--- config.mk ---
export PLATFORM = sky130hd
export DESIGN_NAME = call_ret_seq
export DESIGN_NICKNAME = d
export VERILOG_FILES = /design/src/rtl/call_ret_seq.sv
export SDC_FILE = /design/constraint.sdc
export NUM_CORES = 1
export LEC_CHECK = 0
export ABC_AREA = 1
export CAP_MARGIN = 20
export CORE_UTILIZATION = 40
export CTS_CLUSTER_SIZE = 24
export DETAILED_ROUTE_END_ITERATION = 10
export PLACE_DENSITY_LB_ADDON = 0.15
export SYNTH_ARGS = -nofsm -noshare
export SYNTH_HDL_FRONTEND = slang
export SYNTH_SLANG_ARGS = --single-unit
--- constraint.sdc ---
create_clock -name clk -period 1.75 [get_ports clk]
set_input_delay 0.35 -clock clk [delete_from_list [all_inputs] [get_ports clk]]
set_output_delay 0.35 -clock clk [all_outputs]
set_load 0.02 [all_outputs]
--- src/rtl/call_ret_seq.sv ---
`timescale 1ns/1ps
// Return-address-stack sequencer: arbitrates CALL/RET/RETI against interrupts,
// issues one push/pop strobe per operation and a registered PC redirect.
module call_ret_seq #(
  parameter int              PC_W     = 19,
  parameter int              ADDR_W   = 11,
  parameter logic [PC_W-1:0] IRQ_BASE = 'h00400,
  parameter int              VEC_W    = 3,
  parameter logic [3:0]      RETI_OP  = 4'b1111
) (
  input  logic              clk,
  input  logic              reset,
  input  logic              instr_valid,
  input  logic [3:0]        opcode,
  input  logic [ADDR_W-1:0] call_addr,
  input  logic [PC_W-1:0]   pc_current,
  input  logic              program_end,
  input  logic              irq_req,
  input  logic [VEC_W-1:0]  irq_vector,
  input  logic              irq_en,
  input  logic              stack_full,
  input  logic              stack_empty,
  input  logic [PC_W-1:0]   pop_data,
  output logic              push,
  output logic              pop,
  output logic [PC_W-1:0]   push_data,
  output logic              pc_load,
  output logic [PC_W-1:0]   pc_next,
  output logic              stall,
  output logic              irq_ack,
  output logic              in_isr,
  output logic [1:0]        fault,
  output logic              halted
);

  localparam logic [3:0] OP_CALL = 4'b0111;
  localparam logic [3:0] OP_RET  = 4'b1000;

  localparam logic [2:0] S_IDLE  = 3'd0;
  localparam logic [2:0] S_EXEC  = 3'd1;
  localparam logic [2:0] S_REDIR = 3'd2;
  localparam logic [2:0] S_HALT  = 3'd3;
  localparam logic [2:0] S_FAULT = 3'd4;

  logic [2:0]      state_q, state_d;
  logic            push_q, push_d;
  logic            pop_q, pop_d;
  logic [PC_W-1:0] push_data_q, push_data_d;
  logic            pc_load_q, pc_load_d;
  logic [PC_W-1:0] pc_next_q, pc_next_d;
  logic [PC_W-1:0] target_q, target_d;
  logic            irq_ack_q, irq_ack_d;
  logic            in_isr_q, in_isr_d;
  logic [1:0]      fault_q, fault_d;
  logic            halted_q, halted_d;

  logic irqTake, callTake, retTake, retiTake, accept;
  logic [PC_W-1:0] vecOffset;

  assign irqTake   = irq_req & irq_en & ~in_isr_q;
  assign callTake  = instr_valid & (opcode == OP_CALL);
  assign retTake   = instr_valid & (opcode == OP_RET);
  assign retiTake  = instr_valid & (opcode == RETI_OP) & in_isr_q;
  assign accept    = (state_q == S_IDLE) &
                     (program_end | irqTake | callTake | retTake | retiTake);
  assign vecOffset = PC_W'({irq_vector, 2'b00});

  // Strobes default low so each lasts exactly one cycle; the target is held
  // separately so pc_next only changes when pc_load fires.
  always_comb begin
    state_d     = state_q;
    push_d      = 1'b0;
    pop_d       = 1'b0;
    push_data_d = push_data_q;
    pc_load_d   = 1'b0;
    pc_next_d   = pc_next_q;
    target_d    = target_q;
    irq_ack_d   = 1'b0;
    in_isr_d    = in_isr_q;
    fault_d     = fault_q;
    halted_d    = halted_q;
    case (state_q)
      S_IDLE: begin
        if (program_end) begin
          state_d  = S_HALT;
          halted_d = 1'b1;
        end else if (irqTake || callTake) begin
          if (stack_full) begin
            fault_d = 2'b01;
            state_d = S_FAULT;
          end else begin
            state_d = S_EXEC;
            push_d  = 1'b1;
            if (irqTake) begin
              push_data_d = pc_current;
              target_d    = IRQ_BASE + vecOffset;
              irq_ack_d   = 1'b1;
              in_isr_d    = 1'b1;
            end else begin
              push_data_d = pc_current + PC_W'(1);
              target_d    = PC_W'(call_addr);
            end
          end
        end else if (retTake || retiTake) begin
          if (stack_empty) begin
            fault_d = 2'b10;
            state_d = S_FAULT;
          end else begin
            state_d  = S_EXEC;
            pop_d    = 1'b1;
            target_d = pop_data;
            if (!retTake) begin
              in_isr_d = 1'b0;
            end
          end
        end
      end
      S_EXEC: begin
        state_d   = S_REDIR;
        pc_load_d = 1'b1;
        pc_next_d = target_q;
      end
      S_REDIR: state_d = S_IDLE;
      S_HALT:  state_d = S_HALT;
      S_FAULT: state_d = S_FAULT;
      default: state_d = S_IDLE;
    endcase
  end

  always_ff @(posedge clk) begin
    if (reset) begin
      state_q     <= S_IDLE;
      push_q      <= 1'b0;
      pop_q       <= 1'b0;
      push_data_q <= '0;
      pc_load_q   <= 1'b0;
      pc_next_q   <= '0;
      target_q    <= '0;
      irq_ack_q   <= 1'b0;
      in_isr_q    <= 1'b0;
      fault_q     <= 2'b00;
      halted_q    <= 1'b0;
    end else begin
      state_q     <= state_d;
      push_q      <= push_d;
      pop_q       <= pop_d;
      push_data_q <= push_data_d;
      pc_load_q   <= pc_load_d;
      pc_next_q   <= pc_next_d;
      target_q    <= target_d;
      irq_ack_q   <= irq_ack_d;
      in_isr_q    <= in_isr_d;
      fault_q     <= fault_d;
      halted_q    <= halted_d;
    end
  end

  assign stall = (state_q == S_EXEC) | (state_q == S_HALT) |
                 (state_q == S_FAULT) | accept;

  assign push      = push_q;
  assign pop       = pop_q;
  assign push_data = push_data_q;
  assign pc_load   = pc_load_q;
  assign pc_next   = pc_next_q;
  assign irq_ack   = irq_ack_q;
  assign in_isr    = in_isr_q;
  assign fault     = fault_q;
  assign halted    = halted_q;

endmodule

After elaboration in Yosys (flattened, before gate mapping). Cells that the tools add are included.

Add/sub/neg operators: 2. Eq/ne operators: 12. Muxes and demuxes: 26. Bitwise gates (word level): 20. Reductions and logical operators: 13.

Operators with widths (count): two-way mux 19 bit (5); adder 19 x 1 -> 19 bit (second input constant) (1); two-way mux 3 bit (5); adder 11 x 5 -> 12 bit (first input constant) (1); two-way mux 12 bit (1); one-hot mux 3 bit (4 select lines) (1); two-way mux 1 bit (10); AND reduction 5 bit (2); OR reduction 5 bit (2); == test 4 bit (second input constant) (2); two-way mux 2 bit (4); AND 1 bit (7); OR 1 bit (7); AND reduction 7 bit (1); inequality test 2 bit (second input constant) (3); NOT 1 bit (6); == test 4 x 3 -> 1 bit (second input constant) (1); inequality test 2 x 1 -> 1 bit (second input constant) (2); inequality test 4 x 2 -> 1 bit (second input constant) (1); AND reduction 4 bit (1); nonzero test 2 bit (2); OR reduction 4 bit (1); == test 3 x 1 -> 1 bit (second input constant) (1); == test 3 x 2 -> 1 bit (second input constant) (1); other kinds (4) (5).

Flip-flop bits (word level): 68. Output and inout bits: 47. Word-level logic and storage cells: 84.

Depth between registers and ports, before layout. Gate-level depths: netlist (run 1).

Depth in word-level cells: 8. Mapped depth: 12. Mapped depth without buffers: 11.

Worst setup path after synthesis (run 1). No wires, ideal clock.

Kind: register to register. Start point: register in_isr_q, in the netlist in_isr. End point: register target_q[0]. Library setup time: 0.116 ns. Data arrival time: 1.446 ns. Data required time: 1.634 ns. Slack: 0.187 ns. Cell stages (with the launch flop): 9. Cell sequence: dfxtp_1 -> nor2_4 -> inv_2 -> nand3_2 -> nand2_8 -> nand3_4 -> buf_6 -> o21ai_1 -> nor2_1.

Word-level cells in the longest chain between the ends: 5. Elaborated cells between the ends (all ways): 12.

Ends and longest elaborated chain: from (decl) (line 53) `logic in_isr_q, in_isr_d;`; from (signal assigned) (line 152) `in_isr_q <= in_isr_d;`; NOT 1 bit (line 60) `assign irqTake = irq_req & irq_en & ~in_isr_q;`; AND 1 bit (line 60); logical OR 1 bit or two-way mux 12 bit (tied branches) (line 87, 94); inequality test 2 x 1 -> 1 bit (no source line) (tied with other cells); AND reduction 5 bit (no source line) or two-way mux 19 bit (tied branches); to (signal assigned) (line 150) `target_q <= target_d;`; to (decl) (line 51) `logic [PC_W-1:0] target_q, target_d;`.

Parallel ways exist; a longest one is shown, timed or not. The select of a mux whose other input is x is not followed. A chain may end at the register's enable or synchronous reset.

Worst setup path in the final report (run 1).
Start point: register in_isr_q, in the netlist in_isr. End point: output port stall.

Word-level cells in the longest chain between the ends: 8. Elaborated cells between the ends (all ways): 9.

Ends and longest elaborated chain: NOT 1 bit (line 60); AND 1 bit (line 60); OR 1 bit (3 in series) (line 65) `(program_end | irqTake | callTake | retTake | retiTake);`; OR 1 bit * (line 65); AND 1 bit * (line 64) `assign accept = (state_q == S_IDLE) &`; OR 1 bit * (line 159) `(state_q == S_FAULT) | accept;`; to (decl) (line 29) `output logic stall,`.

Every way passes the cells marked *; elsewhere a longest branch is shown, timed or not.

==> results of run 1 <==
-- report_power, final --
part | total (mW) | switching, mW | internal, mW
registers | 1.64 | 0.0385 | 1.60
clock network | 1.28 | 0.624 | 0.658
logic | 0.934 | 0.461 | 0.473
-- area by class of cell --
type	count	area [um2]
repair buffers	175	1700
clock inverters	6	65.1
inverters	52	199
multi-input cells	352	1790
flip-flops and latches	68	1370
well taps	105	131
fillers	734	2840
clock buffers	10	128
-- flip-flops by register name, indices dropped and copies added, names as in the netlist --
signal	count
pc_load	1
in_isr	1
push	1
halted	1
pop	1
state_q	3
push_data	19
irq_ack	1
target_q	19
fault	2
pc_next	19
-- metrics by stage --
step	instance area [um2]	hold WS, ns	TNS [ns]
finish	5370	0.460	0
global route	5370	0.464	-0.0912
CTS	5260	0.457	-0.0388
detailed placement	5030	0.445	-15.76
global placement	5030	0.443	-14.18
floorplan	3400	0.444	0
-- critical path: stages, from the launching register on --
cell and delay (ns):
dfxtp_4 0.38, buf_12 0.10, nor2_4 0.04, a21oi_4 0.12
nand2_2 0.08, o21ai_2 0.13, nand2_1 0.07, buf_6 0.13
-- what timing repair did --
item / in CTS / in global routing
pin swaps: 3 / 8
setup buffers: 1 / 7
resized for setup: 20 / 16
setup endpoints to repair: 21 / 35
-- layout by cell type, fill, tap and decap left out, types with 4 or more instances in the layout --
master / Yosys / routed
nand2_1: 155 / 150
clkdlybuf4s50_1: 0 / 101
dfxtp_1: 68 / 66
buf_4: 1 / 56
inv_1: 48 / 46
a21oi_1: 42 / 42
nand3_1: 39 / 39
nor2_1: 39 / 35
o21ai_0: 20 / 19
nand2_2: 8 / 12
clkbuf_8: 0 / 9
buf_12: 0 / 8
xor2_1: 7 / 7
o21ai_1: 6 / 6
nor2_4: 3 / 5
nor3_1: 5 / 5
o21a_1: 5 / 5
xnor2_1: 5 / 5
dlygate4sd2_1: 0 / 5
inv_2: 2 / 4
nand2_8: 4 / 4
-- worst min path at each step --
stage / start / end / slack (ns) / cells past startpoint
2_1_floorplan: target_q[2] / target_q[2] / 0.44 / 2
6_report: halted / halted / 0.46 / 2
3_5_place_dp: halted / halted / 0.45 / 2
3_3_place_gp: halted / halted / 0.44 / 2
4_1_cts: halted / halted / 0.46 / 2
5_1_grt: halted / halted / 0.46 / 2
-- metal layers --
metal  routed length (um)  part of all wire [%]
met2                 4580                    49
met3                  509                   5.4
met5                    0                     0
met1                 4190                    45
met4                  129                   1.4
-- cells by family after synthesis --
logic type	after synthesis	synth area share (%)
flip-flops	68	40.0
XOR/XNOR	12	3.09
adder cells (fa/ha/maj)	1	0.367
AND/OR/NAND/NOR	263	35.8
buffers and inverters	72	9.00
AO/OA/AOI/OAI	76	11.8
==> report_table.html, run 1 <==
<table>
<tr><th>Metric</th><th>Value</th></tr>
<tr><th colspan="2">Status</th></tr>
<tr><td>Run status</td><td>complete, no violations</td></tr>
<tr><th colspan="2">CTS</th></tr>
<tr><td>Clock transition at the register clock pins on the worst setup and hold paths after CTS</td><td>0.08 ns</td></tr>
<tr><td>Clock tree root buffer cell</td><td>clkbuf_8</td></tr>
<tr><td>Latest clock arrival within the worst-skew pair</td><td>0.34 ns</td></tr>
<tr><td>TritonCTS buffer count</td><td>9</td></tr>
<tr><td>H-tree Lvls</td><td>3</td></tr>
<tr><td>TritonCTS clock tree</td><td>yes</td></tr>
<tr><td>Hold-fix buffer count after cts</td><td>0</td></tr>
<tr><td>Clk sink count</td><td>68</td></tr>
<tr><td>Clock buffer depth</td><td>2</td></tr>
<tr><th colspan="2">Setup path</th></tr>
<tr><td>CP Data Arrival Time</td><td>1.40 ns</td></tr>
<tr><td>Worst R2R Start</td><td>in_isr</td></tr>
<tr><td>Sort of element at the start of the critical path</td><td>register</td></tr>
<tr><td>Sort of element at the end of the critical path</td><td>output pin</td></tr>
<tr><td>Crit. Startpoint</td><td>in_isr</td></tr>
<tr><td>Peak fanout along the critical path</td><td>3</td></tr>
<tr><td>R2R Setup Slk</td><td>0.11 ns</td></tr>
<tr><td>Required time reported for the critical path endpoint</td><td>1.40 ns</td></tr>
<tr><td>Reg-to-reg critical path endpoint</td><td>push_data[4]</td></tr>
<tr><td>Critical Path Sink</td><td>stall</td></tr>
<tr><td>Number of cells on the worst reg-to-reg path</td><td>9</td></tr>
<tr><td>Setup CP Type</td><td>register to output pin</td></tr>
<tr><th colspan="2">Placed design</th></tr>
<tr><td>Post-place setup slack</td><td>-0.602 ns</td></tr>
<tr><td>Placed instance count</td><td>744</td></tr>
<tr><td>Detailed placement HPWL</td><td>6940 um</td></tr>
<tr><td>Number of port buffers</td><td>110</td></tr>
<tr><td>Global placement routability congestion</td><td>0.833</td></tr>
<tr><th colspan="2">Global route</th></tr>
<tr><td>Gr busiest metal</td><td>met2</td></tr>
<tr><td>Global-route wire length before repair</td><td>15400 um</td></tr>
<tr><td>Total congestion overflow after global routing</td><td>0</td></tr>
<tr><td>Number of global-route vias before repair</td><td>3353</td></tr>
<tr><td>Global routing usage summed across all routing layers</td><td>22.1%</td></tr>
<tr><td>Largest net degree at the start of global routing</td><td>27</td></tr>
<tr><td>Met1 demand-to-capacity share in global routing</td><td>27.1%</td></tr>
<tr><td>Grt met3 use</td><td>5.91%</td></tr>
<tr><td>Number of antenna violations at the first check in global routing</td><td>0</td></tr>
<tr><td>Met2 Usage GRT</td><td>37.5%</td></tr>
<tr><th colspan="2">Synth</th></tr>
<tr><td>Number of enable flip-flop cells after synthesis</td><td>0</td></tr>
<tr><td>Commonest cells post-synth</td><td>nand2_1, dfxtp_1, inv_1</td></tr>
<tr><td>Share of flip-flops with an asynchronous set or reset after synthesis</td><td>0%</td></tr>
<tr><td>Number of synthesized register bits</td><td>68</td></tr>
<tr><td>Main synth FF type</td><td>dfxtp_1</td></tr>
<tr><td>Net count after synthesis</td><td>557</td></tr>
<tr><td>Synth Cell Area</td><td>3400 um2</td></tr>
<tr><td>Syn. warnings</td><td>0</td></tr>
<tr><td>Syn Inst Count</td><td>492</td></tr>
<tr><td>Most frequently used cell type in the post-synthesis netlist</td><td>nand2_1</td></tr>
<tr><td>Sequential element share of the synthesized area</td><td>40.0%</td></tr>
<tr><td>Largest area contributor in the synthesized netlist</td><td>dfxtp_1</td></tr>
<tr><td>Biggest area contributors in the synthesized netlist</td><td>dfxtp_1, nand2_1, a21oi_1</td></tr>
<tr><td>Fraction of synthesized cell area taken by the top area cell type</td><td>40.0%</td></tr>
<tr><td>Mapped Avg Cell Area</td><td>6.92 um2</td></tr>
<tr><td>Library cells used by synthesis</td><td>35</td></tr>
<tr><th colspan="2">Timing</th></tr>
<tr><td>Setup WS post-layout</td><td>0.00297 ns</td></tr>
<tr><td>Final worst path period need</td><td>1.75 ns</td></tr>
<tr><td>Slew at the pin with the worst max-slew slack</td><td>0.288 ns</td></tr>
<tr><td>Total setup violations reported at the end of the flow</td><td>0</td></tr>
<tr><td>Top achievable clock speed</td><td>572 MHz</td></tr>
<tr><td>Clock skew</td><td>0.00915 ns</td></tr>
<tr><td>Slew headroom</td><td>80.6%</td></tr>
<tr><td>Share of the cycle needed by the critical path after routing</td><td>99.8%</td></tr>
<tr><td>Unrepaired setup endpoints after global routing</td><td>yes</td></tr>
<tr><td>Final count of hold timing violations</td><td>0</td></tr>
<tr><td>Pins over their slew limit</td><td>0</td></tr>
<tr><th colspan="2">Floorplanning</th></tr>
<tr><td>Vertical extent of the die</td><td>94.3 um</td></tr>
<tr><td>Number of placement rows</td><td>33</td></tr>
<tr><td>Area enclosed by the die boundary</td><td>8880 um2</td></tr>
<tr><td>Initial Utilization</td><td>41.4%</td></tr>
<tr><td>Boundary pin count</td><td>111</td></tr>
<tr><td>Core box area</td><td>8220 um2</td></tr>
<tr><td>Width of the chip</td><td>94.3 um</td></tr>
<tr><th colspan="2">Cells and area</th></tr>
<tr><td>Layout cells sized above 1</td><td>18.4%</td></tr>
<tr><td>Diodes inserted</td><td>0</td></tr>
<tr><td>Core Util, Final</td><td>65.4%</td></tr>
<tr><td>Finished Layout Cells</td><td>768</td></tr>
<tr><td>Synthesis-to-finish area growth</td><td>57.8%</td></tr>
<tr><td># nets final</td><td>723</td></tr>
<tr><th colspan="2">Power</th></tr>
<tr><td>Pwr dens</td><td>718 nW/um2</td></tr>
<tr><td>Worst-case vdd ir drop</td><td>410 uV</td></tr>
<tr><td>Leakage power</td><td>2.38 nW</td></tr>
<tr><td>Total power of the final layout</td><td>3.86 mW</td></tr>
<tr><th colspan="2">Worst hold path</th></tr>
<tr><td>Type of the worst min-delay path</td><td>register to register</td></tr>
<tr><th colspan="2">Route</th></tr>
<tr><td>Total vias in the final route</td><td>3577</td></tr>
<tr><td>DR iter-0 viols</td><td>68</td></tr>
<tr><td>Routed wire length per instance</td><td>12.3 um</td></tr>
<tr><td>Post-DR vias/cell</td><td>4.66</td></tr>
<tr><td>Antenna-violating nets left</td><td>0</td></tr>
<tr><td>Detailed Route WL</td><td>9410 um</td></tr>
<tr><td>Number of search-and-repair iterations in the first detailed-routing pass</td><td>4</td></tr>
<tr><td>DRC Markers</td><td>0</td></tr>
<tr><th colspan="2">Flow run</th></tr>
<tr><td>Max-Cap Viols</td><td>0</td></tr>
</table>
No activity file was read; power rests on OpenSTA's default activity.
==> run 2: changes to the inputs <==
CORE_ASPECT_RATIO = 0.8   (was default)
HOLD_SLACK_MARGIN = 0.02   (was default)
==> report_table.html, run 2 (synthesis results as in run 1) <==
<table>
<tr><th>Metric</th><th>Value</th></tr>
<tr><th colspan="2">Status</th></tr>
<tr><td>Run status</td><td>complete, no violations</td></tr>
<tr><th colspan="2">CTS</th></tr>
<tr><td>TritonCTS buffer count</td><td>9</td></tr>
<tr><td>Clock transition at the register clock pins on the worst setup and hold paths after CTS</td><td>0.08 ns</td></tr>
<tr><td>TritonCTS clock tree</td><td>yes</td></tr>
<tr><td>Latest clock arrival within the worst-skew pair</td><td>0.35 ns</td></tr>
<tr><td>H-tree Lvls</td><td>3</td></tr>
<tr><td>Clock tree root buffer cell</td><td>clkbuf_8</td></tr>
<tr><td>Clock buffer depth</td><td>2</td></tr>
<tr><td>Clk sink count</td><td>68</td></tr>
<tr><th colspan="2">Setup path</th></tr>
<tr><td>Slowest stage delay, CP</td><td>0.38 ns</td></tr>
<tr><td>Sort of element at the start of the critical path</td><td>register</td></tr>
<tr><td>Crit path cell chain</td><td>nand2_2 &gt; inv_2 &gt; nand2_2 &gt; nand2_2 &gt; nand2_2 &gt; nand2_2 &gt; o21ai_2 &gt; nand2_2 &gt; buf_6</td></tr>
<tr><td>CP Data Arrival Time</td><td>1.35 ns</td></tr>
<tr><td>Required time reported for the critical path endpoint</td><td>1.40 ns</td></tr>
<tr><td>R2R Setup Slk</td><td>0.10 ns</td></tr>
<tr><td>Sort of element at the end of the critical path</td><td>output pin</td></tr>
<tr><td>CP most frequent cell</td><td>nand2_2</td></tr>
<tr><td>Setup CP Type</td><td>register to output pin</td></tr>
<tr><td>Critical-path top delay cell</td><td>dfxtp_4</td></tr>
<tr><td>Peak fanout along the critical path</td><td>4</td></tr>
<tr><th colspan="2">Floorplanning</th></tr>
<tr><td>Area enclosed by the die boundary</td><td>8890 um2</td></tr>
<tr><td>Core box area</td><td>8090 um2</td></tr>
<tr><td>Number of placement rows</td><td>29</td></tr>
<tr><td>Width of the chip</td><td>105 um</td></tr>
<tr><td>Initial Utilization</td><td>42.1%</td></tr>
<tr><td>Boundary pin count</td><td>111</td></tr>
<tr><td>Vertical extent of the die</td><td>84.5 um</td></tr>
<tr><th colspan="2">Power</th></tr>
<tr><td>Total power of the final layout</td><td>4.03 mW</td></tr>
<tr><td>Sw power</td><td>1.14 mW</td></tr>
<tr><td>Power share of the combinational group</td><td>22.5%</td></tr>
<tr><td>P_int</td><td>2.89 mW</td></tr>
<tr><td>Clock Power Share</td><td>36.8%</td></tr>
<tr><td>Worst-case vdd ir drop</td><td>381 uV</td></tr>
<tr><td>Leakage power</td><td>2.30 nW</td></tr>
<tr><td>Switching Share</td><td>28.3%</td></tr>
<tr><td>Pwr dens</td><td>761 nW/um2</td></tr>
<tr><td>Reg power frac</td><td>40.7%</td></tr>
<tr><th colspan="2">Route</th></tr>
<tr><td>Detailed Route WL</td><td>9650 um</td></tr>
<tr><td>DRC Markers</td><td>0</td></tr>
<tr><td>Number of search-and-repair iterations in the first detailed-routing pass</td><td>5</td></tr>
<tr><td>Routed wire length per instance</td><td>12.7 um</td></tr>
<tr><td>Antenna-violating nets left</td><td>0</td></tr>
<tr><td>Total vias in the final route</td><td>3637</td></tr>
<tr><td>DR iter-0 viols</td><td>148</td></tr>
<tr><td>Post-DR vias/cell</td><td>4.79</td></tr>
<tr><th colspan="2">Timing</th></tr>
<tr><td>Share of the cycle needed by the critical path after routing</td><td>97.1%</td></tr>
<tr><td>Final count of hold timing violations</td><td>0</td></tr>
<tr><td>Unrepaired setup endpoints after global routing</td><td>yes</td></tr>
<tr><td>Clock skew</td><td>0.0100 ns</td></tr>
<tr><td>Final-layout setup total negative slack</td><td>0 ns</td></tr>
<tr><td>Final worst path period need</td><td>1.70 ns</td></tr>
<tr><td>Slew headroom</td><td>72.4%</td></tr>
<tr><td>Slew at the pin with the worst max-slew slack</td><td>0.414 ns</td></tr>
<tr><td>Top achievable clock speed</td><td>588 MHz</td></tr>
<tr><td>Total setup violations reported at the end of the flow</td><td>0</td></tr>
<tr><td>Pins over their slew limit</td><td>0</td></tr>
<tr><th colspan="2">Cells and area</th></tr>
<tr><td>Commonest non-fill, non-tap cell in the layout</td><td>nand2_1</td></tr>
<tr><td>Diodes inserted</td><td>0</td></tr>
<tr><td>Most frequent cells in the layout</td><td>nand2_1, clkdlybuf4s50_1, dfxtp_1</td></tr>
<tr><td>Layout cells sized above 1</td><td>18.3%</td></tr>
<tr><td>Core Util, Final</td><td>65.5%</td></tr>
<tr><td># nets final</td><td>712</td></tr>
<tr><td>Synthesis-to-finish area growth</td><td>55.6%</td></tr>
<tr><td>Finished Layout Cells</td><td>760</td></tr>
<tr><th colspan="2">Global route</th></tr>
<tr><td>Largest net degree at the start of global routing</td><td>40</td></tr>
<tr><td>Number of global-route vias before repair</td><td>3564</td></tr>
<tr><td>Total congestion overflow after global routing</td><td>0</td></tr>
<tr><td>Number of antenna violations at the first check in global routing</td><td>0</td></tr>
<tr><td>Global routing usage summed across all routing layers</td><td>22.6%</td></tr>
<tr><td>Global-route wire length before repair</td><td>16300 um</td></tr>
<tr><th colspan="2">Worst hold path</th></tr>
<tr><td>Type of the worst min-delay path</td><td>register to register</td></tr>
<tr><th colspan="2">Placed design</th></tr>
<tr><td>Number of port buffers</td><td>110</td></tr>
<tr><td>Detailed placement HPWL</td><td>7110 um</td></tr>
<tr><td>Global placement routability congestion</td><td>0.848</td></tr>
<tr><td>Placed instance count</td><td>740</td></tr>
<tr><th colspan="2">Flow run</th></tr>
<tr><td>Max-Cap Viols</td><td>0</td></tr>
</table>
-- run 2: stage by stage --
| stage | hold slack, ns | setup WS (ns) | cell area, um2 |
|---|---|---|---|
| after floorplan | 0.444 | 0.187 | 3400 |
| after global placement | 0.451 | -0.607 | 4970 |
| after detailed placement | 0.454 | -0.645 | 4970 |
| after CTS | 0.465 | -0.0147 | 5230 |
| after global routing | 0.478 | -0.0291 | 5300 |
| final | 0.463 | 0.0507 | 5300 |
-- run 2: path summary, 6_finish.rpt --
check | endpoint | depth (start not counted) | start
hold reg to reg | pc_next[17] | 2 | pc_next[17]
setup reg to reg | target_q[13] | 12 | in_isr
hold / removal | pc_next[17] | 2 | pc_next[17]
setup / recovery | stall | 9 | in_isr
-- run 2: power by group through the flow --
stage	Combinational [mW]	Sequential (mW)	Clock, mW
floorplan	0.379	1.71	0
global placement	0.850	1.67	0
detailed placement	0.868	1.67	0
CTS	0.881	1.64	1.52
global route	0.987	1.65	1.57
finish	0.905	1.64	1.48
-- run 2: layer usage --
layer,up-vias,GRT usage [%],wire length [um],part of all wire (%)
li1,1862,-,-,-
met1,1650,29.4,4590,48
met2,115,38.5,4340,45
met3,10,3.80,612,6.3
met4,0,7.04,111,1.1
met5,-,0,0,0
-- run 2: critical path, delay by kind of cell, from the launching register on --
| kind | cells | cell delay (ns) |
|---|---|---|
| AOI/OAI and AO/OA | 1 | 0.12 |
| buffers and inverters | 2 | 0.16 |
| DFF | 1 | 0.38 |
| and+or+nand+nor | 6 | 0.34 |
-- run 2: final cells by class --
class	instances	area [um2]
clock inverter	6	86.3
sequential	68	1370
tap	108	135
clock buffer	10	138
timing repair buffer	164	1560
inverter	52	199
fill	711	2800
multi-input combinational	352	1810
-- run 2: what timing repair did --
action / in CTS / in global routing
hold buffers: 0 / 0
gates resized for setup: 21 / 24
endpoints found under the setup margin: 21 / 8
buffers inserted: 3 / 1
pin swaps: 7 / 9
==> run 3: changes to the inputs <==
CTS_CLUSTER_DIAMETER = 80   (was default)
PLACE_DENSITY = 0.83   (was default)
PLACE_DENSITY_LB_ADDON = default   (was 0.15)
SKIP_LAST_GASP = 1   (was default)
==> report_table.html, run 3 (synthesis results as in run 1) <==
<table>
<tr><th>Metric</th><th>Value</th></tr>
<tr><th colspan="2">Cells and area</th></tr>
<tr><td># nets final</td><td>725</td></tr>
<tr><td>Synthesis-to-finish area growth</td><td>57.7%</td></tr>
<tr><td>Diodes inserted</td><td>0</td></tr>
<tr><td>Most frequent cells in the layout</td><td>nand2_1, clkdlybuf4s50_1, dfxtp_1</td></tr>
<tr><td>Cell area after layout</td><td>5370 um2</td></tr>
<tr><td>Core Util, Final</td><td>66.4%</td></tr>
<tr><td>Commonest non-fill, non-tap cell in the layout</td><td>nand2_1</td></tr>
<tr><td>Filler cells</td><td>656</td></tr>
<tr><td>Layout cells sized above 1</td><td>18.8%</td></tr>
<tr><th colspan="2">Setup path</th></tr>
<tr><td>Dominant delay contributor by cell family on the critical path</td><td>simple AND/OR/NAND/NOR gates</td></tr>
<tr><td>Worst R2R Start</td><td>in_isr</td></tr>
<tr><td>Required time reported for the critical path endpoint</td><td>1.40 ns</td></tr>
<tr><td>Critical-path top delay cell</td><td>dfxtp_4</td></tr>
<tr><td>Number of cells on the worst reg-to-reg path</td><td>9</td></tr>
<tr><td>Sort of element at the end of the critical path</td><td>output pin</td></tr>
<tr><td>Sort of element at the start of the critical path</td><td>register</td></tr>
<tr><td>R2R Setup Slk</td><td>0.14 ns</td></tr>
<tr><td>Combined buffer and inverter count along the critical path</td><td>2</td></tr>
<tr><td>Slowest stage delay, CP</td><td>0.37 ns</td></tr>
<tr><td>Setup CP Type</td><td>register to output pin</td></tr>
<tr><td>Reg-to-reg critical path endpoint</td><td>fault[0]</td></tr>
<tr><td>Crit path cell chain</td><td>nand2_2 &gt; inv_2 &gt; nand2_1 &gt; nand2_1 &gt; nand2_2 &gt; nand2_4 &gt; o21ai_2 &gt; nand2_2 &gt; buf_6</td></tr>
<tr><td>Peak fanout along the critical path</td><td>4</td></tr>
<tr><td>CP most frequent cell</td><td>nand2_2</td></tr>
<tr><td>CP Data Arrival Time</td><td>1.42 ns</td></tr>
<tr><th colspan="2">Placed design</th></tr>
<tr><td>Placement Cell Area</td><td>5060 um2</td></tr>
<tr><td>Number of port buffers</td><td>110</td></tr>
<tr><td>Global placement routability congestion</td><td>0.887</td></tr>
<tr><td>Detailed placement HPWL</td><td>7360 um</td></tr>
<tr><th colspan="2">CTS</th></tr>
<tr><td>Clk sink count</td><td>68</td></tr>
<tr><td>Hold-fix buffer count after cts</td><td>0</td></tr>
<tr><td>Clock buffer depth</td><td>2</td></tr>
<tr><td>Clock transition at the register clock pins on the worst setup and hold paths after CTS</td><td>0.07 ns</td></tr>
<tr><td>TritonCTS buffer count</td><td>9</td></tr>
<tr><td>Clock tree root buffer cell</td><td>clkbuf_8</td></tr>
<tr><td>TritonCTS clock tree</td><td>yes</td></tr>
<tr><td>Latest clock arrival within the worst-skew pair</td><td>0.35 ns</td></tr>
<tr><td>H-tree Lvls</td><td>3</td></tr>
<tr><th colspan="2">Timing</th></tr>
<tr><td>Clock skew</td><td>0.00965 ns</td></tr>
<tr><td>Total setup violations reported at the end of the flow</td><td>1</td></tr>
<tr><td>Final count of hold timing violations</td><td>0</td></tr>
<tr><td>Slew headroom</td><td>79.4%</td></tr>
<tr><td>Top achievable clock speed</td><td>564 MHz</td></tr>
<tr><td>Unrepaired setup endpoints after global routing</td><td>yes</td></tr>
<tr><td>Final worst path period need</td><td>1.77 ns</td></tr>
<tr><td>Setup WS post-layout</td><td>-0.0231 ns</td></tr>
<tr><td>Pins over their slew limit</td><td>0</td></tr>
<tr><td>Share of the cycle needed by the critical path after routing</td><td>101%</td></tr>
<tr><td>Slew at the pin with the worst max-slew slack</td><td>0.307 ns</td></tr>
<tr><th colspan="2">Flow run</th></tr>
<tr><td>Max-Cap Viols</td><td>0</td></tr>
<tr><th colspan="2">Route</th></tr>
<tr><td>Routed wire length per instance</td><td>12.7 um</td></tr>
<tr><td>Detailed Route WL</td><td>9810 um</td></tr>
<tr><td>DRC Markers</td><td>0</td></tr>
<tr><td>Post-DR vias/cell</td><td>4.78</td></tr>
<tr><td>DR iter-0 viols</td><td>161</td></tr>
<tr><td>Antenna-violating nets left</td><td>0</td></tr>
<tr><td>Number of search-and-repair iterations in the first detailed-routing pass</td><td>5</td></tr>
<tr><td>Total vias in the final route</td><td>3698</td></tr>
<tr><th colspan="2">Global route</th></tr>
<tr><td>Global-route wire length before repair</td><td>16400 um</td></tr>
<tr><td>Number of global-route vias before repair</td><td>3573</td></tr>
<tr><td>Global routing usage summed across all routing layers</td><td>23.2%</td></tr>
<tr><td>Largest net degree at the start of global routing</td><td>27</td></tr>
<tr><td>Total congestion overflow after global routing</td><td>0</td></tr>
<tr><td>Number of antenna violations at the first check in global routing</td><td>0</td></tr>
<tr><th colspan="2">Floorplanning</th></tr>
<tr><td>Boundary pin count</td><td>111</td></tr>
<tr><td>Area enclosed by the die boundary</td><td>8890 um2</td></tr>
<tr><td>Initial Utilization</td><td>42.1%</td></tr>
<tr><td>Core box area</td><td>8090 um2</td></tr>
<tr><td>Number of placement rows</td><td>29</td></tr>
<tr><td>Vertical extent of the die</td><td>84.5 um</td></tr>
<tr><td>Width of the chip</td><td>105 um</td></tr>
<tr><th colspan="2">Status</th></tr>
<tr><td>Run status</td><td>finished with violations</td></tr>
<tr><td>Violations in the final reports</td><td>setup timing</td></tr>
<tr><th colspan="2">Worst hold path</th></tr>
<tr><td>Type of the worst min-delay path</td><td>register to register</td></tr>
<tr><td>Worst hold path depth</td><td>2</td></tr>
<tr><td>Hold path startpoint</td><td>halted</td></tr>
<tr><td>Worst Hold Endpoint</td><td>halted</td></tr>
<tr><th colspan="2">Power</th></tr>
<tr><td>Pwr dens</td><td>727 nW/um2</td></tr>
<tr><td>Leakage power</td><td>2.36 nW</td></tr>
<tr><td>Worst-case vdd ir drop</td><td>370 uV</td></tr>
</table>
run 3: routing by layer:
metal | part of all wire (%) | wire [um] | global-route usage (%) | vias to the layer above
met2 | 50 | 4920 | 39.7 | 109
li1 | - | - | - | 1896
met3 | 5.9 | 583 | 4.58 | 13
met4 | 1.7 | 167 | 8.83 | 0
met5 | 0 | 0 | 0 | -
met1 | 42 | 4140 | 28.9 | 1680
run 3: area by class of cell:
cell class              count  area, um2  area share, %
clock buffers              10        138           2.56
clock inverters             6       70.1           1.31
inverters                  52        199           3.71
multi-input cells         352       1790           33.3
flip-flops and latches     68       1370           25.4
well taps                 108        135           2.52
repair buffers            177       1670           31.2
run 3: what timing repair did:
action | 4_1_cts | 5_1_grt
pin swaps | 8 | 7
gates resized for setup | 22 | 13
buffers inserted | 3 | 4
setup endpoints to repair | 28 | 23
run 3: worst max-delay path by stage:
| stage | startpoint | endpoint | slack, ns | cells after the start |
|---|---|---|---|---|
| floorplan | in_isr | target_q[0] | 0.19 | 8 |
| global placement | opcode[1] | stall | -0.62 | 10 |
| detailed placement | opcode[3] | stall | -0.67 | 8 |
| CTS | in_isr | stall | -0.04 | 9 |
| global route | state_q[0] | stall | -0.11 | 8 |
| finish | in_isr | stall | -0.02 | 9 |
run 3: per-stage QoR:
step | setup slack (ns) | std cells | hold slack, ns | TNS [ns] | power, mW
floorplan | 0.187 | 492 | 0.444 | 0 | 2.09
global placement | -0.620 | 750 | 0.441 | -15.73 | 2.53
detailed placement | -0.674 | 750 | 0.445 | -17.45 | 2.56
CTS | -0.0437 | 769 | 0.455 | -0.0437 | 3.90
global route | -0.106 | 773 | 0.485 | -0.147 | 4.09
finish | -0.0231 | 773 | 0.450 | -0.0231 | 3.90
run 3: tightest hold or removal path, cell delays in order (launching register included):
cell	delay [ns]
dfxtp_1	0.31
inv_1	0.05
a21oi_1	0.05
run 3: report_power, final:
part           total (mW)  switching [mW]  internal, mW
Sequential           1.64          0.0347          1.60
Clock                1.34           0.632         0.709
Combinational       0.923           0.467         0.456
Total                3.90            1.13          2.77
